$ cat config.mk
export PLATFORM = sky130hd
export DESIGN_NAME = systolic_feeder_flat
export DESIGN_NICKNAME = d
export VERILOG_FILES = /design/src/rtl/systolic_feeder_if.sv /design/src/rtl/systolic_feeder.sv /design/src/flat_wrapper.sv
export SDC_FILE = /design/constraint.sdc
export NUM_CORES = 1
export LEC_CHECK = 0
export ABC_AREA = 1
export BUFFER_PORTS_ARGS = -buffer_cell sky130_fd_sc_hd__buf_2
export CORE_MARGIN = 3
export CORE_UTILIZATION = 55
export CTS_CLUSTER_DIAMETER = 80
export CTS_CLUSTER_SIZE = 8
export DETAILED_ROUTE_END_ITERATION = 10
export PLACE_DENSITY = 0.89
export SLEW_MARGIN = 0
export SYNTH_ARGS = -nofsm -noshare
export SYNTH_HDL_FRONTEND = slang
export SYNTH_SLANG_ARGS = --single-unit
$ cat constraint.sdc
create_clock -name clk -period 3.22 [get_ports clk]
set_input_delay 0.161 -clock clk [delete_from_list [all_inputs] [get_ports clk]]
set_output_delay 0.161 -clock clk [all_outputs]
set_load 0.02 [all_outputs]
$ cat src/rtl/systolic_feeder_if.sv
// Upstream channels of the systolic feeder: weight rows (w_*) and input vectors (x_*).
// The feeder takes the slave modport; the upstream producer takes master.
interface systolic_feeder_if #(
  parameter int ROWS       = 2,
  parameter int COLS       = 2,
  parameter int DATA_WIDTH = 16
);
  logic                       w_valid;
  logic                       w_ready;
  logic [COLS*DATA_WIDTH-1:0] w_data;
  logic                       x_valid;
  logic                       x_ready;
  logic [ROWS*DATA_WIDTH-1:0] x_data;
  logic                       x_last;

  modport master (
    output w_valid, w_data, x_valid, x_data, x_last,
    input  w_ready, x_ready
  );

  modport slave (
    input  w_valid, w_data, x_valid, x_data, x_last,
    output w_ready, x_ready
  );
endinterface

$ cat src/rtl/systolic_feeder.sv
// West/north edge driver for a ROWS x COLS PE array: buffers a weight tile, shifts it
// down the column chains with per-column skew, fires the switch wave, then streams skewed inputs.
module systolic_feeder #(
  parameter int ROWS       = 2,
  parameter int COLS       = 2,
  parameter int DATA_WIDTH = 16
) (
  input  logic                       clk,
  input  logic                       rst,
  systolic_feeder_if.slave           up,
  output logic [COLS*DATA_WIDTH-1:0] sys_weight,
  output logic [COLS-1:0]            sys_accept_w,
  output logic [ROWS*DATA_WIDTH-1:0] sys_input,
  output logic [ROWS-1:0]            sys_valid,
  output logic [ROWS-1:0]            sys_switch,
  output logic                       busy,
  output logic                       done
);
  localparam int DW        = DATA_WIDTH;
  localparam int SHIFT_LEN = ROWS + COLS - 1;
  localparam int CW        = $clog2(SHIFT_LEN + 1);
  localparam logic [CW-1:0] SHIFT_LAST = CW'(SHIFT_LEN - 1);
  localparam logic [CW-1:0] CAP_LAST   = CW'(ROWS - 1);
  localparam logic [CW-1:0] DRAIN_LAST = CW'((ROWS > 1) ? ROWS - 2 : 0);

  typedef enum logic [2:0] {
    S_IDLE,
    S_W_CAPTURE,
    S_W_SHIFT,
    S_SWITCH,
    S_STREAM,
    S_DRAIN
  } state_t;

  state_t               state_q, state_d;
  logic [CW-1:0]        cnt_q, cnt_d;
  logic [COLS*DW-1:0]   buf_q [ROWS];
  logic                 w_ready_q, x_ready_q, busy_q, done_q, done_d;
  logic [COLS*DW-1:0]   weight_q, weight_d;
  logic [COLS-1:0]      accept_q, accept_d;
  logic [ROWS*DW-1:0]   xdat_q [ROWS];
  logic [ROWS-1:0]      xvld_q, sw_q;
  logic                 w_hs, x_hs;
  logic [CW-1:0]        wr_idx;

  assign w_hs   = up.w_valid & w_ready_q;
  assign x_hs   = up.x_valid & x_ready_q;
  assign wr_idx = (state_q == S_IDLE) ? '0 : cnt_q;

  always_comb begin
    state_d = state_q;
    cnt_d   = cnt_q;
    done_d  = 1'b0;
    unique case (state_q)
      S_IDLE: begin
        if (w_hs) begin
          state_d = (ROWS == 1) ? S_W_SHIFT : S_W_CAPTURE;
          cnt_d   = (ROWS == 1) ? '0 : CW'(1);
        end
      end
      S_W_CAPTURE: begin
        if (w_hs) begin
          if (cnt_q == CAP_LAST) begin
            state_d = S_W_SHIFT;
            cnt_d   = '0;
          end else begin
            cnt_d = cnt_q + 1'b1;
          end
        end
      end
      S_W_SHIFT: begin
        if (cnt_q == SHIFT_LAST) begin
          state_d = S_SWITCH;
          cnt_d   = '0;
        end else begin
          cnt_d = cnt_q + 1'b1;
        end
      end
      S_SWITCH: state_d = S_STREAM;
      S_STREAM: begin
        if (x_hs && up.x_last) begin
          // With a single row the last vector is already on the edge next cycle.
          if (ROWS == 1) begin
            state_d = S_IDLE;
            done_d  = 1'b1;
          end else begin
            state_d = S_DRAIN;
            cnt_d   = '0;
          end
        end
      end
      S_DRAIN: begin
        if (cnt_q == DRAIN_LAST) begin
          state_d = S_IDLE;
          done_d  = 1'b1;
        end else begin
          cnt_d = cnt_q + 1'b1;
        end
      end
      default: state_d = S_IDLE;
    endcase
  end

  // Column c loads buf[t-c] while 0 <= t-c < ROWS; bottom-row beat goes first.
  always_comb begin
    weight_d = '0;
    accept_d = '0;
    if (state_q == S_W_SHIFT) begin
      for (int c = 0; c < COLS; c++) begin
        for (int k = 0; k < ROWS; k++) begin
          if (int'(cnt_q) == k + c) begin
            accept_d[c]          = 1'b1;
            weight_d[c*DW +: DW] = buf_q[k][c*DW +: DW];
          end
        end
      end
    end
  end

  always_ff @(posedge clk) begin
    if (!rst) begin
      state_q   <= S_IDLE;
      cnt_q     <= '0;
      w_ready_q <= 1'b0;
      x_ready_q <= 1'b0;
      busy_q    <= 1'b0;
      done_q    <= 1'b0;
      weight_q  <= '0;
      accept_q  <= '0;
      xvld_q    <= '0;
      sw_q      <= '0;
      for (int k = 0; k < ROWS; k++) begin
        buf_q[k]  <= '0;
        xdat_q[k] <= '0;
      end
    end else begin
      state_q   <= state_d;
      cnt_q     <= cnt_d;
      w_ready_q <= (state_d == S_IDLE) || (state_d == S_W_CAPTURE);
      x_ready_q <= (state_d == S_STREAM);
      busy_q    <= (state_d != S_IDLE);
      done_q    <= done_d;
      weight_q  <= weight_d;
      accept_q  <= accept_d;
      for (int k = 0; k < ROWS; k++) begin
        if (w_hs && wr_idx == CW'(k)) buf_q[k] <= up.w_data;
      end
      // Stage r of the delay lines feeds row r; bubbles travel as zero data.
      xvld_q[0] <= x_hs;
      xdat_q[0] <= x_hs ? up.x_data : '0;
      sw_q[0]   <= (state_q == S_SWITCH);
      for (int r = 1; r < ROWS; r++) begin
        xvld_q[r] <= xvld_q[r-1];
        xdat_q[r] <= xdat_q[r-1];
        sw_q[r]   <= sw_q[r-1];
      end
    end
  end

  always_comb begin
    sys_input = '0;
    for (int r = 0; r < ROWS; r++) begin
      sys_input[r*DW +: DW] = xdat_q[r][r*DW +: DW];
    end
  end

  assign up.w_ready   = w_ready_q;
  assign up.x_ready   = x_ready_q;
  assign sys_weight   = weight_q;
  assign sys_accept_w = accept_q;
  assign sys_valid    = xvld_q;
  assign sys_switch   = sw_q;
  assign busy         = busy_q;
  assign done         = done_q;
endmodule

$ cat src/flat_wrapper.sv
// flat-port wrapper written by rule: the top's interface ports become plain ports
module systolic_feeder_flat 
#(
  parameter int ROWS       = 2,
  parameter int COLS       = 2,
  parameter int DATA_WIDTH = 16
)
  (clk, rst, sys_weight, sys_accept_w, sys_input, sys_valid, sys_switch, busy, done, up_w_valid, up_w_data, up_x_valid, up_x_data, up_x_last, up_w_ready, up_x_ready);
  systolic_feeder_if #(.ROWS(ROWS), .COLS(COLS), .DATA_WIDTH(DATA_WIDTH)) up_i ();
  input  logic clk;
  input  logic rst;
  output logic [COLS*DATA_WIDTH-1:0] sys_weight;
  output logic [COLS-1:0] sys_accept_w;
  output logic [ROWS*DATA_WIDTH-1:0] sys_input;
  output logic [ROWS-1:0] sys_valid;
  output logic [ROWS-1:0] sys_switch;
  output logic busy;
  output logic done;
  input wire logic [$bits(up_i.w_valid)-1:0] up_w_valid;
  input wire logic [$bits(up_i.w_data)-1:0] up_w_data;
  input wire logic [$bits(up_i.x_valid)-1:0] up_x_valid;
  input wire logic [$bits(up_i.x_data)-1:0] up_x_data;
  input wire logic [$bits(up_i.x_last)-1:0] up_x_last;
  output wire logic [$bits(up_i.w_ready)-1:0] up_w_ready;
  output wire logic [$bits(up_i.x_ready)-1:0] up_x_ready;
  assign up_i.w_valid = up_w_valid;
  assign up_i.w_data = up_w_data;
  assign up_i.x_valid = up_x_valid;
  assign up_i.x_data = up_x_data;
  assign up_i.x_last = up_x_last;
  assign up_w_ready = up_i.w_ready;
  assign up_x_ready = up_i.x_ready;
  systolic_feeder #(.ROWS(ROWS), .COLS(COLS), .DATA_WIDTH(DATA_WIDTH)) u_core (.clk(clk), .rst(rst), .up(up_i), .sys_weight(sys_weight), .sys_accept_w(sys_accept_w), .sys_input(sys_input), .sys_valid(sys_valid), .sys_switch(sys_switch), .busy(busy), .done(done));
endmodule
# Word level (Yosys, flattened, before mapping)
# Memory sizes are Yosys's and may differ from the RTL's.
# Cells that the tools add are included.
# word_totals
word_cells	86
ff_bits	47
n_memories	2
out_inout_bits	74
mem_bits_rw	128
inputBits	69
# memory_table
memory	words	width	read_ports	rd_clocked_by_memory_dff	wr	line	rtl
u_core.buf_q	2	32	2	0	2	systolic_feeder.sv:37	logic [COLS*DW-1:0] buf_q [ROWS];
u_core.xdat_q	2	32	2	0	2	systolic_feeder.sv:41	logic [ROWS*DW-1:0] xdat_q [ROWS];
# op_classes
reduce_logical	14
mux	37
eq_ne	16
addsub	1
bitwise	6
# op_table
op	count
32-bit two-way mux	5
16-bit two-way mux	4
3-bit two-way mux	6
3-bit one-hot mux with 6 select lines	1
2-bit two-way mux	7
1-bit two-way mux	13
2-bit one-hot mux with 5 select lines	1
3-bit equality test (second input constant)	3
2-bit equality test (second input constant)	3
3-bit by 1-bit equality test with 1-bit output (second input constant)	2
3-bit by 2-bit equality test with 1-bit output (second input constant)	2
2-bit logical NOT	3
3-bit logical NOT	2
2-bit by 1-bit inequality test with 1-bit output (second input constant)	3
5-bit AND reduction	1
5-bit nonzero test	1
2-bit by 1-bit equality test with 1-bit output (second input constant)	2
1-bit bitwise OR	4
2-bit AND reduction	2
1-bit logical AND	3
3-bit nonzero test	1
2-bit by 1-bit adder with 2-bit output (second input constant)	1
1-bit AND	2
2-bit inequality test (second input constant)	1
1-bit logical OR	1

# Logic depth before layout (Yosys ltp)
# logic_depth
depth_word	8
ltp_mapped	9
ltp_nobuf	9

# Worst setup path before layout
# No wires, ideal clock.
# synth_path
kind	register -> register
from	register u_core.state_q[2]
to	memory u_core.buf_q[0][0] (netlist name), enable pin
t_arrival_ns	1.599
stages_incl_launch_ff	7
n_path_buf	1
setup_slack_ns	1.231
setup_time_ns	0.389
period_less_slack_ns	1.989
t_required_ns	2.831
path_cell_list	dfxtp_1 > buf_6 > nor2_4 > nand2_4 > a21oi_4 > o21ai_0 > nand2_1
# synth_rtl
item	line	rtl
start: declaration	systolic_feeder.sv:35	state_t state_q, state_d;
start signal: assignment	systolic_feeder.sv:137	state_q <= state_d;
end: declaration	systolic_feeder.sv:37	

# Worst setup path after layout
# layout_path
from	register u_core.cnt_q[1]
to	register u_core.weight_q[11], in the netlist u_core.sys_weight[11]
# layout_via
elab_chain_cells	3
elab_cells_between_ends	4
classes_between	eq/ne (1); mux (2); reduce/logical (1)
# layout_lines
item	line	rtl
start: declaration	systolic_feeder.sv:36	logic [CW-1:0] cnt_q, cnt_d;
start signal: assignment	systolic_feeder.sv:138	cnt_q <= cnt_d;
2-bit logical NOT	systolic_feeder.sv:111	if (int'(cnt_q) == k + c) begin
16-bit two-way mux	systolic_feeder.sv:111	
16-bit two-way mux (*)	systolic_feeder.sv:111	
end signal: assignment	systolic_feeder.sv:143	weight_q <= weight_d;
end: declaration	systolic_feeder.sv:39	logic [COLS*DW-1:0] weight_q, weight_d;
# Mark *: on every way between the ends. The rest lies on a longest branch, timed or not.
# A chain may end at the register's enable or synchronous reset.

==> results.md <==
| Item | Value | Unit |
|:---|:---|:---|
| Run status | completed | - |
| Total length of routed wires | 12320 | um |
| RSZ-0062 raised after global routing | no | - |
| Hold Worst Slack | 0.02298 | ns |
| Number of global-route vias before repair | 4111 | - |
| Proportion of netlist area held by the largest area contributor | 33.83 | % |
| Register bit count reported by yosys | 159 | - |
| Pin count of the biggest net entering global routing | 35 | - |
| Count of final setup violators | 0 | - |
| Synthesis-to-finish area growth | 31.07 | % |
| Num rows | 36 | - |
| Maximum frequency from static timing analysis | 0.4557 | GHz |
| Final worst path period need | 2.195 | ns |
| CTS Root Buffer Type | sky130_fd_sc_hd__clkbuf_8 | - |
| Routed length per placed instance | 14.43 | um |
| Sequential cell area | 3824 | sq um |
| Vias after detailed routing | 4027 | - |
| Highest-count cells in the layout ignoring fill and taps | sky130_fd_sc_hd__buf_2 (142), sky130_fd_sc_hd__nor2_1 (102), sky130_fd_sc_hd__inv_1 (98) | - |
| Count of cells resized by post-cts repair | 0 | - |
| Post-CTS setup buffer count | 0 | - |
| Worst-Margin Slew | 0.9442 | ns |
| Switching power as a share of total power | 25.09 | % |
| Max-slew violations | 0 | - |
| I/O pin count | 143 | - |
| Length of the first detailed-routing pass in iterations | 5 | - |
| Total congestion overflow | 0 | - |
| Clock transition at path regs | 0.07 | ns |
| N_diodes | 0 | - |
| Pwr/cell area | 591.6 | nW/um^2 |
| Total Routing Usage GR | 22.03 | % |
| Crit path kind | flop to flop | - |
| Portion of the clock cycle consumed by the worst path in the final layout | 68.15 | % |
| Number of warnings issued by yosys | 0 | - |
| LEAKAGE | 3.723 | nW |
| Vias per std cell | 4.715 | - |
| FILL cells | 593 | - |
| Placed cell area | 6203 | sq um |
| Worst path setup slack after routing | 1.025 | ns |
| Share of post-route cells with drive strength above 1 | 26.77 | % |
| Buffers added on ports | 142 | - |
| Clock insertion delay at the later pin of the skew report | 0.53 | ns |
| Final sum of negative setup slack | 0 | ns |
| Most area-consuming cells after synthesis | sky130_fd_sc_hd__edfxtp_1 (34%), sky130_fd_sc_hd__dfxtp_1 (33%), sky130_fd_sc_hd__nor2_1 (6.7%), sky130_fd_sc_hd__inv_1 (6.5%), sky130_fd_sc_hd__buf_4 (4.4%) | - |
| Most common cell after layout, fill and taps aside | sky130_fd_sc_hd__buf_2 | - |
| Worst vdd rail ir drop | 302.0 | uV |
| Switching pwr | 0.001106 | W |
| Clock tree from TritonCTS | built | - |
| Arrival time of data at the critical path endpoint | 2.64 | ns |
| Number of CTS-inserted buffers | 17 | - |
| Clock tree skew after final layout | 0.01160 | ns |
| Die X | 107.6 | um |
| Critical path endpoint category | flop | - |
| Clk buf depth | 2 | - |
| Comb power frac | 6.6 | % |
| Proportion of power drawn by the clock network | 44.1 | % |
| Maximum level of the CTS H-tree | 4 | - |
| Worst rel slew slack | 36.99 | % |
| Die area | 11590 | sq um |
| Max-cap violations | 0 | - |
| Number of nets produced by synthesis | 606 | - |
| Number of antenna violations at the first check in global routing | 0 | - |
| Path type of the worst min-delay path | input port to flop | - |
| Total number of nets in the final design | 783 | - |
| Required time at the endpoint of the critical path | 3.66 | ns |
| Core Footprint | 9910 | sq um |
| Number of hold violations in the final report | 0 | - |
| Detail Placement HPWL | 7287 | um |
| DRC violations left | 0 | - |
| Post-DRT Antenna Nets | 0 | - |
| Sequential element share of the synthesized area | 67.30 | % |
| Worst-case setup slack after placement | 1.116 | ns |
| Starting DRC count in detailed routing | 255 | - |
| Die H | 107.6 | um |
| Dominant cell type by area after synthesis | sky130_fd_sc_hd__edfxtp_1 | - |
| Fraction of power consumed by sequential logic | 49.4 | % |
| Area of the mapped netlist | 5682 | sq um |
| Maximum fanout along the worst path | 20 | - |
| Area of the multi-input gates | 1092 | sq um |
| Global-route wire length before repair | 19520 | um |
| Starting density of the core | 57.34 | % |
| Count of cell types in the netlist | 24 | - |
| Internal portion of total power | 0.003300 | W |
| Type of origin of the critical path | flop | - |
| Count of mapped cells out of synthesis | 531 | - |
| Final Cell Area | 7447 | sq um |
| Synthesized area divided by synthesized cell count | 10.70 | sq um |
| Clock Sink Count | 159 | - |
| RD Place Congestion | 0.8142 | - |
registers in the layout, indices dropped and copies added, names as in the netlist:
signal and flops:
u_core.done 1, u_core.cnt_q 2, u_core.buf_q 64, u_core.up.w_ready 1
u_core.sys_switch 2, u_core.busy 1, u_core.xdat_q 48, u_core.up.x_ready 1
u_core.sys_valid 2, u_core.sys_weight 32, u_core.state_q 3, u_core.sys_accept_w 2
metal layers:
metal | global-route usage [%] | part of all wire, % | vias to the layer above
met5 | 0 | 0 | -
met4 | 9.017 | 2.0 | 0
met3 | 5.699 | 7.1 | 23
met1 | 25.56 | 40 | 1849
met2 | 38.68 | 51 | 179
li1 | - | - | 1976
synth_stat cells:
cell                         n
sky130_fd_sc_hd__a21oi_1     2
sky130_fd_sc_hd__a21oi_4     1
sky130_fd_sc_hd__a22oi_1    32
sky130_fd_sc_hd__buf_2       6
sky130_fd_sc_hd__buf_4      33
sky130_fd_sc_hd__buf_6       5
sky130_fd_sc_hd__clkbuf_1    4
sky130_fd_sc_hd__clkbuf_8    3
sky130_fd_sc_hd__dfxtp_1    95
sky130_fd_sc_hd__edfxtp_1   64
sky130_fd_sc_hd__ha_1        6
sky130_fd_sc_hd__inv_1      98
sky130_fd_sc_hd__inv_2       2
sky130_fd_sc_hd__nand2_1    44
sky130_fd_sc_hd__nand2_2     1
sky130_fd_sc_hd__nand2_4     2
sky130_fd_sc_hd__nand3_1    14
sky130_fd_sc_hd__nand4_1     1
sky130_fd_sc_hd__nor2_1    102
sky130_fd_sc_hd__nor2_2      9
sky130_fd_sc_hd__nor2_4      1
sky130_fd_sc_hd__nor3_1      2
sky130_fd_sc_hd__o21ai_0     3
sky130_fd_sc_hd__o21ai_1     1
worst paths after layout:
| check | start | endpoint | slack (ns) | cells after the start |
|---|---|---|---|---|
| hold / removal | up_w_data[19] | u_core.buf_q[0][19] | 0.02 | 3 |
| setup / recovery | u_core.cnt_q[1] | u_core.sys_weight[11] | 1.03 | 5 |
| hold reg to reg | u_core.xdat_q[0][20] | u_core.xdat_q[0][52] | 0.41 | 2 |
| setup reg to reg | u_core.cnt_q[1] | u_core.sys_weight[11] | 1.03 | 5 |
metrics by stage:
stage	power, W	util (%)	cells
after floorplan	0.002355	-	531
after global placement	0.002425	62.60	758
after detailed placement	0.002441	62.60	758
after CTS	0.004432	75.15	854
after global routing	0.004550	75.15	854
final	0.004406	75.15	854
kinds of logic after synthesis:
| kind of cell | Yosys count | synth area share [%] |
|---|---|---|
| and+or+nand+nor | 176 | 12.86 |
| AOI/OAI and AO/OA | 39 | 5.043 |
| buffers and inverters | 151 | 13.48 |
| adders and majority gates | 6 | 1.321 |
| DFF | 159 | 67.30 |
power by group through the flow:
stage / clock network [W] / registers [W] / logic, W
after CTS: 0.00197 / 0.00217 / 0.000285
after detailed placement: 0 / 0.00222 / 0.000222
after global routing: 0.00205 / 0.00218 / 0.000321
after floorplan: 0 / 0.00222 / 0.000139
final: 0.00194 / 0.00217 / 0.000289
after global placement: 0 / 0.00221 / 0.000211
critical path, stage by stage, from the launching register on:
cell and delay [ns]:
sky130_fd_sc_hd__dfxtp_1 0.45, sky130_fd_sc_hd__inv_1 0.14, sky130_fd_sc_hd__ha_1 0.47, sky130_fd_sc_hd__nor2_2 0.67, sky130_fd_sc_hd__a22oi_1 0.20, sky130_fd_sc_hd__nor2_1 0.18
timing repair:
item / in CTS / in global routing
hold endpoints to repair: 94 / 0
setup endpoints to repair: 0 / 0
hold buffers: 64 / 0
area by class of cell:
cell class / instances / share of cell area, %
Sequential cell: 159 / 51.34
Timing Repair Buffer: 209 / 18.62
Multi-Input combinational cell: 221 / 14.67
Clock buffer: 17 / 5.561
Inverter: 100 / 5.040
Clock inverter: 15 / 2.537
Tap cell: 133 / 2.235
Note: power is estimated with default switching activity, not from simulation.
